`src/rtl/fifo_pkg.sv`:
```
// Shared constants and helpers for the fifo_flags FIFO family.
package fifo_pkg;

    localparam int unsigned FIFO_NORMAL    = 0;
    localparam int unsigned FIFO_SHOWAHEAD = 1;

    // Pointer width for a given depth; never narrower than one bit.
    function automatic int unsigned ptr_width(input int unsigned depth);
        int unsigned w;
        w = $clog2(depth);
        return (w < 1) ? 1 : w;
    endfunction

endpackage

```
`src/rtl/fifo_ram.sv`:
```
// K x N dual-port storage: synchronous write, asynchronous read.
module fifo_ram #(
    parameter int unsigned K  = 8,
    parameter int unsigned N  = 4,
    parameter int unsigned AW = 2
) (
    input  logic          clk,
    input  logic          we,
    input  logic [AW-1:0] waddr,
    input  logic [K-1:0]  wdata,
    input  logic [AW-1:0] raddr,
    output logic [K-1:0]  rdata
);

    logic [K-1:0] mem_q [N];

    // Contents are intentionally not reset; readers are gated by the count.
    always_ff @(posedge clk) begin
        if (we) begin
            mem_q[waddr] <= wdata;
        end
    end

    assign rdata = mem_q[raddr];

endmodule

```
`src/rtl/fifo_flags.sv`:
```
// Synchronous FIFO of arbitrary depth with almost/sticky-error flags,
// synchronous clear and selectable normal/show-ahead read mode.
module fifo_flags
    import fifo_pkg::*;
#(
    parameter int unsigned K         = 8,
    parameter int unsigned N         = 4,
    parameter int unsigned SHOWAHEAD = FIFO_NORMAL,
    parameter int unsigned AF_LVL    = N - 1,
    parameter int unsigned AE_LVL    = 1
) (
    input  logic                 clk,
    input  logic                 rst,
    input  logic                 sclr,
    input  logic                 write,
    input  logic                 read,
    input  logic [K-1:0]         din,
    output logic [K-1:0]         dout,
    output logic                 full,
    output logic                 empty,
    output logic                 almost_full,
    output logic                 almost_empty,
    output logic [$clog2(N):0]   D,
    output logic                 ovf,
    output logic                 udf
);

    localparam int unsigned PW = ptr_width(N);
    localparam int unsigned CW = $clog2(N) + 1;

    logic [PW-1:0] wr_ptr_q, wr_ptr_d;
    logic [PW-1:0] rd_ptr_q, rd_ptr_d;
    logic [CW-1:0] d_q, d_d;
    logic          ovf_q, ovf_d;
    logic          udf_q, udf_d;
    logic          wr_acc, rd_acc;
    logic [K-1:0]  ram_rdata;

    // Pointers wrap at N-1 so non-power-of-two depths use every slot.
    function automatic logic [PW-1:0] ptr_inc(input logic [PW-1:0] p);
        return (p == PW'(N - 1)) ? '0 : p + PW'(1);
    endfunction

    assign full         = (d_q == CW'(N));
    assign empty        = (d_q == '0);
    assign almost_full  = (32'(d_q) >= AF_LVL);
    assign almost_empty = (32'(d_q) <= AE_LVL);
    assign D            = d_q;
    assign ovf          = ovf_q;
    assign udf          = udf_q;

    // A read frees the slot a full-FIFO write needs, so both are taken.
    assign wr_acc = write & (~full | read) & ~sclr;
    assign rd_acc = read & ~empty & ~sclr;

    always_comb begin
        wr_ptr_d = wr_ptr_q;
        rd_ptr_d = rd_ptr_q;
        d_d      = d_q;
        ovf_d    = ovf_q;
        udf_d    = udf_q;
        if (sclr) begin
            wr_ptr_d = '0;
            rd_ptr_d = '0;
            d_d      = '0;
            ovf_d    = 1'b0;
            udf_d    = 1'b0;
        end else begin
            if (wr_acc) begin
                wr_ptr_d = ptr_inc(wr_ptr_q);
            end
            if (rd_acc) begin
                rd_ptr_d = ptr_inc(rd_ptr_q);
            end
            if (wr_acc && !rd_acc) begin
                d_d = d_q + CW'(1);
            end else if (!wr_acc && rd_acc) begin
                d_d = d_q - CW'(1);
            end
            ovf_d = ovf_q | (write & full & ~read);
            udf_d = udf_q | (read & empty);
        end
    end

    always_ff @(posedge clk or negedge rst) begin
        if (!rst) begin
            wr_ptr_q <= '0;
            rd_ptr_q <= '0;
            d_q      <= '0;
            ovf_q    <= 1'b0;
            udf_q    <= 1'b0;
        end else begin
            wr_ptr_q <= wr_ptr_d;
            rd_ptr_q <= rd_ptr_d;
            d_q      <= d_d;
            ovf_q    <= ovf_d;
            udf_q    <= udf_d;
        end
    end

    fifo_ram #(
        .K  (K),
        .N  (N),
        .AW (PW)
    ) u_ram (
        .clk   (clk),
        .we    (wr_acc),
        .waddr (wr_ptr_q),
        .wdata (din),
        .raddr (rd_ptr_q),
        .rdata (ram_rdata)
    );

    if (SHOWAHEAD == FIFO_SHOWAHEAD) begin : g_showahead
        assign dout = ram_rdata;
    end else begin : g_normal
        logic [K-1:0] dout_q, dout_d;

        always_comb begin
            dout_d = dout_q;
            if (sclr) begin
                dout_d = '0;
            end else if (rd_acc) begin
                dout_d = ram_rdata;
            end
        end

        always_ff @(posedge clk or negedge rst) begin
            if (!rst) begin
                dout_q <= '0;
            end else begin
                dout_q <= dout_d;
            end
        end

        assign dout = dout_q;
    end

endmodule

```
`config.mk`:
```
export PLATFORM = sky130hd
export DESIGN_NAME = fifo_flags
export DESIGN_NICKNAME = d
export VERILOG_FILES = /design/src/rtl/fifo_pkg.sv /design/src/rtl/fifo_ram.sv /design/src/rtl/fifo_flags.sv
export SDC_FILE = /design/constraint.sdc
export NUM_CORES = 1
export LEC_CHECK = 0
export ABC_AREA = 1
export ABC_CLOCK_PERIOD_IN_PS = 3560
export CORE_AREA = 2 2 59 75
export CTS_BUF_LIST = sky130_fd_sc_hd__clkbuf_2 sky130_fd_sc_hd__clkbuf_4 sky130_fd_sc_hd__clkbuf_8
export DETAILED_ROUTE_END_ITERATION = 10
export DIE_AREA = 0 0 61 77
export PLACE_DENSITY = 0.86
export SLEW_MARGIN = 20
export SYNTH_ARGS = -nofsm -noshare
export SYNTH_HDL_FRONTEND = slang
export SYNTH_SLANG_ARGS = --single-unit
export TNS_END_PERCENT = 50
```
`constraint.sdc`:
```
create_clock -name clk -period 3.56 [get_ports clk]
set_input_delay 0.534 -clock clk [delete_from_list [all_inputs] [get_ports clk]]
set_output_delay 0.534 -clock clk [all_outputs]
set_load 0.1 [all_outputs]
```
==> results.sh, run 1 <==
export IMPL_die_h_um=77
export IMPL_fp_dieW_um=61
export IMPL_slew_headroom=0.340
export IMPL_pre_cts_ws_ns=1.15
export IMPL_cp_depth=1
export IMPL_n_antenna_cell=0
export IMPL_dpl_hpwl_um=2970
export IMPL_yosysSeqAreaShare=0.628
export IMPL_clock_latency_ns=0.30
export IMPL_worstPathRequired_ns=3.03
export IMPL_fin_nets=252
export IMPL_crit_buf_inv=1
export IMPL_num_fill_cells=317
export IMPL_synth_nets=221
export IMPL_drt_first_iter_violations=64
export IMPL_initial_core_util=0.551
export IMPL_syn_inst=198
export IMPL_startpoint="D[2]"
export IMPL_setup_violations=0
export IMPL_grtUsageTotal=0.194
export IMPL_drtAntennaViolNets=0
export IMPL_cp_max_fo=9
export IMPL_ctsHoldBuffers=0
export IMPL_r2r_start="D[0]"
export IMPL_area_growth_pct=19.4
export IMPL_synth_area_per_cell_um2=11.1
export IMPL_first_global_vias=1427
export IMPL_rrSetupSlack_ns=1.51
export IMPL_synth_area_um2=2210
export IMPL_skew_ns=0.00617
export IMPL_ys_ff_latch=49
export IMPL_cts_resized=0
export IMPL_p_per_area_nw_per_um2=831
export IMPL_remaining_drc_errors=0
export IMPL_path_cells="clkdlybuf4s50_1"
export IMPL_drive_gt1_frac=0.143
export IMPL_grt_pass1_wl_um=6640
export IMPL_cp_end_kind="output port"
export IMPL_grt_antenna_before_repair=0
export IMPL_p_leak_nw=1.09
export IMPL_design_die_area_um2=4700
export IMPL_vias=1456
export IMPL_worstMarginPinSlew_ns=0.987
export IMPL_fin_setup_tns_ns=0
export IMPL_synth_top_cells_by_area="edfxtp_1 (44%), dfrtp_1 (19%), nand2_1 (6.3%)"
export IMPL_yosys_cell_types_count=25
export IMPL_worstSetupPathType="reg2out"
export IMPL_report_final_slew_viol_count=0
export IMPL_fmaxAchievable_mhz=384
export IMPL_ff2ff_path_depth=5
export IMPL_fin_hold_ws_ns=0.487
export IMPL_htree_num_levels=2
export IMPL_cts_root_buf="clkbuf_8"
export IMPL_overflow=0
export IMPL_crit_path_start_kind="flop"
export IMPL_r2r_end="u_ram.mem_q[3][3]"
export IMPL_multiInputGateArea_um2=703
export IMPL_yosys_area_top_type="edfxtp_1"
export IMPL_grt_max_degree=20
export IMPL_clock_path_buffers=2
export IMPL_path_clk_slew_ns=0.09
export IMPL_drt_total_wl_um=3940
export IMPL_hold_path_class="reg2reg"
export IMPL_rows=26
export IMPL_period_share=0.732
export IMPL_core_um2=4000
export IMPL_mostFrequentLayoutCells="nand2_1 (37), edfxtp_1 (32), nor2_1 (27), clkdlybuf4s50_1 (25)"
export IMPL_seqCellArea_um2=1390
export IMPL_viasPerCell=5.09
export IMPL_dpl_cell_area_um2=2520
export IMPL_drv_cap=0
export IMPL_finalHoldViolCount=0
export IMPL_status="completed"
export IMPL_cts_inserted_buffers=5
export IMPL_cp_top_family="buffers and inverters"
export IMPL_cts_setup_buffers=0
export IMPL_synth_warnings=0
export IMPL_cts_sinks=49
export IMPL_timing_final_ws_setup_ns=0.955
export IMPL_period_minus_slack_ns=2.61
export IMPL_ios=30
export IMPL_crit_path_top_delay_cell="clkdlybuf4s50_1"
export IMPL_rsz0062_at_grt="false"
export IMPL_drt_pass1_iterations=4
export IMPL_synth_top_cell_area_share=0.436
export IMPL_final_cell_area_um2=2630
export IMPL_total_power_mw=2.19
export IMPL_portBuffers=29
export IMPL_ir_drop_mv=0.297
export IMPL_layout_commonest_cell="nand2_1"
export IMPL_cts_tree="yes"
export IMPL_crit_arrival_ns=2.07
export IMPL_slowest_delay_ns=1.20
export IMPL_worstSetupEndpoint="D[2]"
export IMPL_gp_congestion=0.745
export IMPL_routedWlPerCell_um=13.8
through the flow:
stage	std cells	util
finish	286	0.658
global placement	278	0.629
detailed placement	278	0.629
global route	286	0.658
CTS	286	0.658
floorplan	198	-
worst min-delay path, stage by stage (launching register included):
cell and delay (ns):
dfrtp_1 0.35, nand2_1 0.05, nand2_1 0.05
synth_stat cells:
master	instances
o21a_1	1
nor2_4	1
buf_2	3
inv_6	1
nand3_2	3
ha_1	10
inv_1	13
edfxtp_1	32
o21ai_1	2
nand2_2	5
o21ai_2	2
a21oi_1	1
a31oi_1	1
inv_2	4
o22ai_1	9
buf_6	2
o21ai_0	18
nand3_1	3
o21bai_1	1
a21oi_4	1
nor2_1	27
nand2_4	3
inv_4	1
dfrtp_1	17
nand2_1	37
metal layers:
layer | routed length (um) | GRT usage | vias up
li1 | - | - | 732
met1 | 1790 | 0.269 | 674
met2 | 1890 | 0.292 | 44
met3 | 187 | 0.0422 | 6
met4 | 76 | 0.0804 | 0
met5 | 0 | 0 | -
final cells by class:
class / count / share of cell area
clock buffers: 5 / 0.0261
clock inverters: 3 / 0.0176
inverters: 19 / 0.0299
multi-input cells: 125 / 0.267
flip-flops and latches: 49 / 0.526
well taps: 56 / 0.0266
repair buffers: 29 / 0.106
registers in the layout, indices dropped and copies added (netlist names):
register     cells
rd_ptr_q         2
D                3
wr_ptr_q         2
udf              1
ovf              1
dout             8
u_ram.mem_q     32
power by group:
group / internal [mW] / switching, mW
logic: 0.250 / 0.789
clock network: 0.210 / 0.189
registers: 0.677 / 0.0745
kinds of logic (layout without fill, tap and decap cells):
group	after synthesis	in the layout	synth area share
buffers and inverters	24	56	0.0528
and+or+nand+nor	79	79	0.164
adders and majority gates	10	10	0.0567
AOI/OAI and AO/OA	36	36	0.0981
DFF	49	49	0.628
how the worst min path moves through the flow:
stage / startpoint / to / slack, ns / cells past startpoint
2_1_floorplan: rst / D[0] / 0.24 / 0
3_3_place_gp: dout[7] / dout[7] / 0.46 / 2
3_5_place_dp: dout[4] / dout[4] / 0.47 / 2
4_1_cts: dout[4] / dout[4] / 0.49 / 2
5_1_grt: dout[4] / dout[4] / 0.52 / 2
6_report: dout[0] / dout[0] / 0.49 / 2
(Power assumes the default switching activity.)
==> run 2, diff against run 1 <==
ABC_CLOCK_PERIOD_IN_PS = 2600   (was 3560)
CORE_AREA = 2 2 60 76   (was 2 2 59 75)
DIE_AREA = 0 0 62 78   (was 0 0 61 77)
PLACE_DENSITY = 0.84   (was 0.86)
clock period = 2.6 ns   (was 3.56 ns; I/O delays follow)
==> results.sh, run 2 (synthesis gave the netlist of run 1 again) <==
export IMPL_path_clk_slew_ns=0.09
export IMPL_grtUsageTotal=0.208
export IMPL_area_growth_pct=17.9
export IMPL_timing_final_ws_setup_ns=0.519
export IMPL_design_die_area_um2=4840
export IMPL_largest_reg_flops=32
export IMPL_drt_pass1_iterations=5
export IMPL_vias=1504
export IMPL_cp_end_kind="flop"
export IMPL_fmaxAchievable_mhz=481
export IMPL_r2r_start="D[0]"
export IMPL_die_h_um=78
export IMPL_hold_depth=2
export IMPL_cts_setup_buffers=0
export IMPL_core_um2=4070
export IMPL_dpl_hpwl_um=3500
export IMPL_hp_start="dout[4]"
export IMPL_finalHoldViolCount=0
export IMPL_cts_root_buf="clkbuf_8"
export IMPL_worstMarginPinSlew_ns=0.765
export IMPL_gp_congestion=0.922
export IMPL_rrSetupSlack_ns=0.52
export IMPL_clock_path_buffers=2
export IMPL_r2r_end="u_ram.mem_q[1][6]"
export IMPL_skew_ns=0.00451
export IMPL_cp_max_fo=8
export IMPL_rsz0062_at_grt="false"
export IMPL_overflow=0
export IMPL_p_leak_nw=1.11
export IMPL_drtAntennaViolNets=0
export IMPL_cts_resized=0
export IMPL_finalNonFillerCells=286
export IMPL_drv_cap=0
export IMPL_dpl_cell_area_um2=2490
export IMPL_status="completed"
export IMPL_period_share=0.800
export IMPL_fin_nets=252
export IMPL_top_register="u_ram.mem_q"
export IMPL_drt_total_wl_um=4520
export IMPL_grt_pass1_wl_um=7060
export IMPL_fp_dieW_um=62
export IMPL_drive_gt1_frac=0.200
export IMPL_ir_drop_mv=0.426
export IMPL_remaining_drc_errors=0
export IMPL_portBuffers=29
export IMPL_clock_latency_ns=0.30
export IMPL_hold_path_class="reg2reg"
export IMPL_dp_cells=278
export IMPL_holdPathEnd="dout[4]"
export IMPL_total_power_mw=2.99
export IMPL_rows=26
export IMPL_cts_sinks=49
export IMPL_htree_num_levels=2
export IMPL_mostFrequentLayoutCells="nand2_1 (37), edfxtp_1 (32), nor2_1 (27)"
export IMPL_cts_tree="yes"
export IMPL_final_cell_area_um2=2600
export IMPL_ctsHoldBuffers=0
export IMPL_worstPathRequired_ns=2.54
export IMPL_cts_inserted_buffers=5
export IMPL_n_antenna_cell=0
export IMPL_drt_first_iter_violations=92
export IMPL_viasPerCell=5.26
export IMPL_pre_cts_ws_ns=0.323
export IMPL_period_minus_slack_ns=2.08
export IMPL_p_per_area_nw_per_um2=1150
export IMPL_initial_core_util=0.542
export IMPL_first_global_vias=1458
export IMPL_layout_commonest_cell="nand2_1"
export IMPL_slew_headroom=0.488
export IMPL_crit_arrival_ns=2.02
export IMPL_worstSetupPathType="reg2reg"
export IMPL_report_final_slew_viol_count=0
export IMPL_ios=30
export IMPL_grt_antenna_before_repair=0
export IMPL_ff2ff_path_depth=5
export IMPL_fin_util=0.639
export IMPL_routedWlPerCell_um=15.8
export IMPL_crit_path_start_kind="flop"
export IMPL_setup_violations=0
export IMPL_grt_max_degree=20
run 2: cell type report:
class | count | area [um^2]
tap | 56 | 70.1
sequential | 49 | 1390
clock inverter | 3 | 41.3
inverter | 19 | 78.8
fill | 332 | 1470
timing repair buffer | 29 | 248
clock buffer | 5 | 68.8
multi-input combinational | 125 | 707
run 2: power by group:
part           internal (mW)  leakage [nW]  switching [mW]
sequential             0.927         0.518           0.105
clock                  0.283        0.0518           0.246
combinational          0.323         0.541            1.10
run 2: critical path: stages (launching register included):
cell and delay, ns:
dfrtp_1 0.46, inv_1 0.13, ha_1 0.28, nand3_2 0.12, nand3_2 0.17, nor2_1 0.55
run 2: stage by stage:
stage | TNS, ns | hold slack (ns)
final | 0 | 0.494
after floorplan | -0.346 | 0.0944
after CTS | 0 | 0.497
after detailed placement | 0 | 0.474
after global routing | 0 | 0.511
after global placement | 0 | 0.464
run 2: per-layer routing:
layer  part of all wire  GRT usage  vias up
li1                   -          -      723
met1               0.40      0.236      720
met2               0.55      0.372       54
met3              0.041     0.0417        7
met4              0.017     0.0702        0
met5                  0          0        -
run 2: worst max-delay path by stage:
stage          from                end  slack, ns  cells past startpoint
5_1_grt        D[0]  u_ram.mem_q[1][4]       0.34                      5
2_1_floorplan  D[0]       almost_empty      -0.35                      3
4_1_cts        D[0]  u_ram.mem_q[1][7]       0.49                      5
6_report       D[0]  u_ram.mem_q[1][6]       0.52                      5
3_5_place_dp   read  u_ram.mem_q[1][3]       0.32                      5
3_3_place_gp   read  u_ram.mem_q[3][0]       0.44                      5
==> run 3, diff against run 2 <==
ABC_CLOCK_PERIOD_IN_PS = 1800   (was 2600)
CORE_AREA = 2 2 62 79   (was 2 2 60 76)
DIE_AREA = 0 0 64 81   (was 0 0 62 78)
PLACE_DENSITY = 0.82   (was 0.84)
clock period = 1.8 ns   (was 2.6 ns; I/O delays follow)
==> results.sh, run 3 (synthesis gave the netlist of run 1 again) <==
export IMPL_rrSetupSlack_ns=0.21
export IMPL_period_share=0.977
export IMPL_p_leak_nw=1.19
export IMPL_crit_path_top_delay_cell="dfrtp_4"
export IMPL_crit_path_start_kind="flop"
export IMPL_hold_path_class="in2async"
export IMPL_status="completed"
export IMPL_path_clk_slew_ns=0.09
export IMPL_worstSetupPathType="reg2out"
export IMPL_pre_cts_ws_ns=0.0547
export IMPL_worstMarginPinSlew_ns=0.334
export IMPL_drtAntennaViolNets=0
export IMPL_clock_path_buffers=2
export IMPL_cts_tree="yes"
export IMPL_drt_total_wl_um=4180
export IMPL_cts_root_buf="clkbuf_8"
export IMPL_drive_gt1_frac=0.297
export IMPL_cts_sinks=49
export IMPL_grt_antenna_before_repair=0
export IMPL_finalHoldViolCount=0
export IMPL_grtUsageTotal=0.182
export IMPL_largest_reg_flops=32
export IMPL_slowest_delay_ns=0.52
export IMPL_cp_top_family="flip-flops"
export IMPL_core_um2=4520
export IMPL_mostFrequentLayoutCells="nand2_1 (37), edfxtp_1 (32), nor2_1 (21), o21ai_0 (17), buf_4 (17)"
export IMPL_grt_max_degree=18
export IMPL_area_growth_pct=30.3
export IMPL_timing_final_ws_setup_ns=0.0418
export IMPL_layout_commonest_cell="nand2_1"
export IMPL_p_per_area_nw_per_um2=1660
export IMPL_ir_drop_mv=0.782
export IMPL_ff2ff_path_depth=5
export IMPL_overflow=0
export IMPL_htree_num_levels=2
export IMPL_ios=30
export IMPL_fin_nets=261
export IMPL_cts_inserted_buffers=5
export IMPL_portBuffers=29
export IMPL_dpl_hpwl_um=3100
export IMPL_fp_dieW_um=64
export IMPL_fmaxAchievable_mhz=569
export IMPL_fin_util=0.636
export IMPL_drt_pass1_iterations=4
export IMPL_skew_ns=0.00950
export IMPL_crit_arrival_ns=1.49
export IMPL_die_h_um=81
export IMPL_setup_violations=0
export IMPL_initial_core_util=0.488
export IMPL_n_antenna_cell=0
export IMPL_first_global_vias=1584
export IMPL_vias=1530
export IMPL_rows=28
export IMPL_worstPathRequired_ns=1.53
export IMPL_drt_first_iter_violations=51
export IMPL_cp_max_fo=3
export IMPL_viasPerCell=5.12
export IMPL_drv_cap=0
export IMPL_report_final_slew_viol_count=0
export IMPL_grt_pass1_wl_um=7190
export IMPL_cp_end_kind="output port"
export IMPL_remaining_drc_errors=0
export IMPL_total_power_mw=4.78
export IMPL_r2r_start="D[0]"
export IMPL_crit_buf_inv=1
export IMPL_path_cells="ha_4, ha_2, nor2_2, o21ai_2, buf_12"
export IMPL_r2r_end="u_ram.mem_q[0][3]"
export IMPL_routedWlPerCell_um=14.0
export IMPL_gp_congestion=0.825
export IMPL_period_minus_slack_ns=1.76
export IMPL_slew_headroom=0.777
export IMPL_clock_latency_ns=0.30
export IMPL_top_register="u_ram.mem_q"
export IMPL_design_die_area_um2=5180
export IMPL_rsz0062_at_grt="true"
-- run 3: changes by cell type in the layout (fill, tap and decap cells not counted), sizes merged --
cell / previous run / this run
buf: 17 / 26
-- run 3: per-stage QoR --
step	cells	setup TNS (ns)	hold slack [ns]	cell area, um^2
finish	299	0	0.287	2880
global route	299	-0.0421	0.305	2880
CTS	299	0	0.287	2870
detailed placement	288	0	0.474	2700
global placement	288	0	0.466	2700
floorplan	198	-1.21	-0.0256	2260
-- run 3: how the worst max path moves through the flow --
| stage | startpoint | end | slack (ns) | cells past startpoint |
|---|---|---|---|---|
| global placement | sclr | u_ram.mem_q[2][5] | 0.10 | 4 |
| floorplan | D[0] | ovf | -0.20 | 6 |
| global route | D[0] | full | -0.02 | 5 |
| CTS | D[0] | almost_full | 0.02 | 5 |
| finish | D[1] | almost_full | 0.04 | 5 |
| detailed placement | sclr | u_ram.mem_q[0][5] | 0.05 | 4 |
-- run 3: repair_timing --
action | CTS | global route
endpoints found under the setup margin | 3 | 3
pin swaps | 2 | 1
gates resized for setup | 6 | 2
hold buffers | 0 | 0
setup buffers | 3 | 0
-- run 3: per-layer routing --
| layer | wire length (um) | GRT usage | vias to the layer above |
|---|---|---|---|
| li1 | - | - | 742 |
| met1 | 1710 | 0.214 | 740 |
| met2 | 2280 | 0.328 | 42 |
| met3 | 129 | 0.0388 | 6 |
| met4 | 59 | 0.0630 | 0 |
| met5 | 0 | 0 | - |
-- run 3: final cells by class --
class / instances / area, um^2
multi-input cells: 125 / 781
flip-flops and latches: 49 / 1400
inverters: 19 / 81.3
well taps: 60 / 75.1
clock inverters: 3 / 46.3
repair buffers: 38 / 428
fillers: 343 / 1640
clock buffers: 5 / 68.8
-- run 3: worst register-to-register path: cells and delay by family, from the launching register on --
family | cells | cell delay, ns
simple gates | 3 | 0.56
flops | 1 | 0.46
fa+ha+maj | 1 | 0.18
buf+inv | 1 | 0.08
-- run 3: power breakdown --
| group | internal [mW] | total [mW] | switching, mW |
|---|---|---|---|
| clock | 0.416 | 0.772 | 0.356 |
| combinational | 0.805 | 2.50 | 1.69 |
| sequential | 1.35 | 1.51 | 0.162 |
| total | 2.57 | 4.78 | 2.21 |
